==> src/rtl/mdr_reg.sv <==
// Memory data register: one WIDTH-bit register fed from the C-bus or from DRAM, with a registered DRAM write port.
// Optional macro MDR_WRITE_FWD_EN: a same-edge write+load forwards C_bus to data_out_DRAM.
module mdr_reg #(
  parameter int WIDTH = 8
) (
  input  logic             clk,
  input  logic             reset,
  input  logic             load,
  input  logic             read,
  input  logic             write,
  input  logic [WIDTH-1:0] C_bus,
  input  logic [WIDTH-1:0] data_in_DRAM,
  output logic [WIDTH-1:0] data_out_Bbus,
  output logic [WIDTH-1:0] data_out_DRAM
);

  logic [WIDTH-1:0] r_mdr;
  logic [WIDTH-1:0] r_dram;
  logic [WIDTH-1:0] w_mdr_next;
  logic [WIDTH-1:0] w_dram_next;

  // Next value of mdr: load has priority over read.
  always_comb begin
    w_mdr_next = r_mdr;
    case ({load, read})
      2'b10, 2'b11: w_mdr_next = C_bus;
      2'b01:        w_mdr_next = data_in_DRAM;
      default:      w_mdr_next = r_mdr;
    endcase
  end

  // Next value of the DRAM port: old mdr on write, unless forwarding a same-edge load.
  always_comb begin
    w_dram_next = r_dram;
    if (write) begin
`ifdef MDR_WRITE_FWD_EN
      if (load) begin
        w_dram_next = C_bus;
      end else begin
        w_dram_next = r_mdr;
      end
`else
      w_dram_next = r_mdr;
`endif
    end else begin
      w_dram_next = r_dram;
    end
  end

  // State update; reset overrides any same-edge capture or write.
  always_ff @(posedge clk) begin
    if (reset) begin
      r_mdr  <= {WIDTH{1'b0}};
      r_dram <= {WIDTH{1'b0}};
    end else begin
      r_mdr  <= w_mdr_next;
      r_dram <= w_dram_next;
    end
  end

  assign data_out_Bbus = r_mdr;
  assign data_out_DRAM = r_dram;

endmodule

==> config.mk <==
export PLATFORM = sky130hd
export DESIGN_NAME = mdr_reg
export DESIGN_NICKNAME = d
export VERILOG_FILES = /design/src/rtl/mdr_reg.sv
export SDC_FILE = /design/constraint.sdc
export NUM_CORES = 1
export LEC_CHECK = 0
export BUFFER_PORTS_ARGS = -buffer_cell sky130_fd_sc_hd__buf_2
export CAP_MARGIN = 20
export CORE_MARGIN = 1.5
export CORE_UTILIZATION = 41
export CTS_CLUSTER_DIAMETER = 150
export CTS_CLUSTER_SIZE = 40
export DETAILED_ROUTE_END_ITERATION = 12
export PLACE_DENSITY = 0.75
export SYNTH_ARGS = -nofsm -noshare
export SYNTH_HDL_FRONTEND = slang
export SYNTH_SLANG_ARGS = --single-unit
==> constraint.sdc <==
create_clock -name clk -period 0.9 [get_ports clk]
set_input_delay 0.045 -clock clk [delete_from_list [all_inputs] [get_ports clk]]
set_output_delay 0.045 -clock clk [all_outputs]
set_load 0.05 [all_outputs]
# Word level (Yosys, flattened, before mapping)
# Index checks and enable logic that the tools add are counted.
[classes] eq_ne=3 muxes=1 n_reduce_logical=2
[op_table] cell="case mux 8 bit (2 select lines)" count=1
[op_table] cell="equality test 2 bit (second input constant)" count=2
[op_table] cell="equality test 2 x 1 -> 1 bit (second input constant)" count=1
[op_table] cell="nonzero test 2 bit" count=1
[op_table] cell="OR reduction 2 bit" count=1
[totals] regBits=16 out_inout_bits=16 word_cells=8

# Logic depth before layout (Yosys ltp)
[logic_depth] ltp_word=3 mapped_depth=3

# Worst setup path before layout
# Ideal clock, no wire load.
[synth_timing] kind="reg2reg" start="reg data_out_Bbus[0] (netlist name)" end="reg r_mdr[0] (netlist: data_out_Bbus[0])" setup_time_ns=0.086 arrival_time_ns=0.967 required_ns=0.814 path_slack_ns=-0.152 path_stages_with_launch=3 n_path_buf=0 period_less_slack_ns=1.052 path_cell_list="dfxtp_1 mux2i_1 a211oi_1"
[synth_lines] item="to (signal assigned)" line_no="53" text="r_mdr <= {WIDTH{1'b0}};"
[synth_lines] item="to (signal assigned)" line_no="56" text="r_mdr <= w_mdr_next;"
[synth_lines] item="to (decl)" line_no="17" text="logic [WIDTH-1:0] r_mdr;"

# Final worst setup path
[layout_timing] start="reg r_dram[5] (netlist: data_out_DRAM[5])" end="out data_out_DRAM[5]"
[layout_lines] item="from (decl)" line_no="18" text="logic [WIDTH-1:0] r_dram;"
[layout_lines] item="from (signal assigned)" line_no="54" text="r_dram <= {WIDTH{1'b0}};"
[layout_lines] item="from (signal assigned)" line_no="57" text="r_dram <= w_dram_next;"
[layout_lines] item="to (decl)" line_no="14" text="output logic [WIDTH-1:0] data_out_DRAM"
# No word-level cell between the ends.

==> results.md <==
* Die width at 42.80 microns
* Worst Setup SP: data_out_DRAM[5]
* Max-Cap Viols at 0
* Inserted Diodes at 0
* CTS hold repair buffers at 0
* Post-route cell area at 945.9 sq um
* Resize count post-CTS at 16
* Lkg Pwr at 0.4639 nW
* CP bufs+invs at 1
* Power share of the combinational group at 24.3%
* Die ar. at 1831 sq um
* Fraction of layout cells with a size suffix above 1 at 51.55%
* I/O Pins at 37
* Clock Latency Late Sink at 0.28 ns
* Synth cell count leaders: dfxtp_1 (16), mux2i_1 (16), a211oi_1 (8), nor2_1 (8), nor2b_1 (8)
* Setup WS pre-CTS at 0.1014 ns
* Worst vdd ir at 929.3 uV
* Synth area leaders: dfxtp_1 (49%), mux2i_1 (25%), a211oi_1 (9.2%), nor2b_1 (7.7%), nor2_1 (4.6%)
* Max incr delay on CP at 0.34 ns
* IO Port Bufs at 36
* Synth async-reset ratio at 0%
* Post-Place Cell Area at 834.6 sq um
* Yosys top cell area share at 49.33%
* Slowest CP cell: dfxtp_1
* Worst r2r dst: data_out_Bbus[3]
* Netlist cell types at 9
* Setup crit end kind: output port
* Largest delay share family, worst path: flip-flops
* CTS buffer count at 3
* Layout Utilization at 63.53%
* YS warnings at 0
* Worst EP required at 0.85 ns
* Worst Tran Pin Value at 0.2917 ns
* Nets at 119
* Clk_skew at 0.0008118 ns
* Run status: finished, final reports clean
* Synthesis-to-finish area growth at 45.66%
* Vias after detailed routing at 562
* Routed Antenna Nets at 0
* Mean Syn Cell Area at 10.65 sq um
* R2R cell count at 2
* Hold Crit Class: in -> reg
* Power Density at 1765 nW/um^2
* Sequential fraction of the synthesis area at 49.33%
* Clock-pin transition on the worst setup and hold timing paths at 0.09 ns
* Slew margin rel. at 80.56%
* Drt initial violations at 6
* Root buf cell: clkbuf_4
* Largest area contributor in the netlist: dfxtp_1
* Syn_nets at 82
* Core box area at 1489 sq um
* Gr usage total at 16.75%
* Sw power at 0.5075 mW
* Vias in the first global route at 518
* Post-CTS Setup Bufs at 0
* Share of total power in the clock network at 28.2%
* Total power at 1.670 mW
* Row count at 14
* CTS max path bufs at 2
* P_int at 1.162 mW
* DP Wirelength at 1033 microns
* Primary FF master, synth: dfxtp_1
* CP arrival at 0.82 ns
* Crit-path cells: buf_4
* Flop pwr share at 47.5%
* Global-route wire length before repair at 2304 microns
* Worst-path maximum fanout at 2
* Synth Cell Area at 649.4 sq um
* Crit path to: data_out_DRAM[5]
* RSZ-0062 raised after global routing: no
* Gr ovfl total at 0
* Drt pass-1 iters at 4
* Die Ht at 42.80 microns
* RD Place Congestion at 0.6082
* TritonCTS clock tree: built
* Seq cells post-synth at 16
* Final WS setup at 0.03058 ns
* # H-tree levels at 1
* Post-synth EDFFs at 0
* F_max at 1150 MHz
* Placed cell count at 109
* Reg-to-Reg Start: data_out_Bbus[3]
* Final hold slack at 0.03890 ns
* Non-Filler Instances at 113
* Setup CP Type: reg -> out
* Post-synthesis cell count at 61
* Largest net degree at the start of global routing at 17
* CP Depth at 1
* Fin crit period at 0.8694 ns
* Setup violators final at 0
* Hold Fails Final Rpt at 0
* CTS sink cnt at 16
* Final WL at 1469 microns
* Drt drc at 0
* Initial Util at 43.61%
* Final period utilization at 96.60%
* Switching share of power at 30.39%
* Initial antenna violation count at 0
* Reg2Reg Setup Slack at 0.10 ns
* Slew Viols, Final at 0
* Via density at 4.973
* Avg WL per Cell at 13.00 microns
* Crit start category: flip-flop
* TNS Setup at 0 ns
flip-flops by register name (all words and copies together), names as in the netlist:
| signal | count |
|---|---|
| data_out_Bbus | 8 |
| data_out_DRAM | 8 |
kinds of logic after synthesis:
| family | count (synthesis) | share of synthesized area [%] |
|---|---|---|
| mux | 16 | 24.66 |
| flops | 16 | 49.33 |
| simple gates | 16 | 12.33 |
| compound gates | 8 | 9.249 |
| buf+inv | 5 | 4.430 |
layout by cell type, fill, tap and decap left out:
master / n
clkbuf_4: 3
a211oi_1: 8
buf_4: 7
buf_6: 9
dfxtp_1: 7
nor2_1: 8
mux2i_1: 16
dfxtp_2: 9
inv_2: 1
buf_2: 20
nor2b_1: 8
clkbuf_8: 1
power groups by stage:
stage | Sequential, mW | Clock [mW] | Combinational [mW]
after floorplan | 0.954 | 0 | 0.111
after CTS | 0.788 | 0.492 | 0.391
after global routing | 0.800 | 0.503 | 0.427
final | 0.793 | 0.472 | 0.405
after global placement | 0.799 | 0 | 0.359
after detailed placement | 0.801 | 0 | 0.365
metal layers:
metal | up-vias | track usage, % | wire (microns)
met2 | 18 | 25.45 | 723
met3 | 2 | 3.830 | 99
met5 | - | 0 | 0
met4 | 0 | 9.375 | 19
met1 | 258 | 21.64 | 627
li1 | 284 | - | -
worst min-delay path by stage:
stage / startpoint / endpoint / depth (start not counted)
after detailed placement: C_bus[6] / data_out_Bbus[6] / 3
after CTS: C_bus[6] / data_out_Bbus[6] / 3
after global routing: C_bus[4] / data_out_Bbus[4] / 3
after floorplan: C_bus[0] / data_out_Bbus[0] / 2
final: C_bus[4] / data_out_Bbus[4] / 3
after global placement: C_bus[0] / data_out_Bbus[0] / 3
final cells by class:
type | instances | area, sq um
Fill cell | 128 | 543.0
Tap cell | 16 | 20.02
Sequential cell | 16 | 331.6
Multi-Input combinational cell | 40 | 300.3
Timing Repair Buffer | 36 | 254.0
Inverter | 1 | 3.754
Clock buffer | 4 | 36.28
Power figures use the tool's default switching activity.
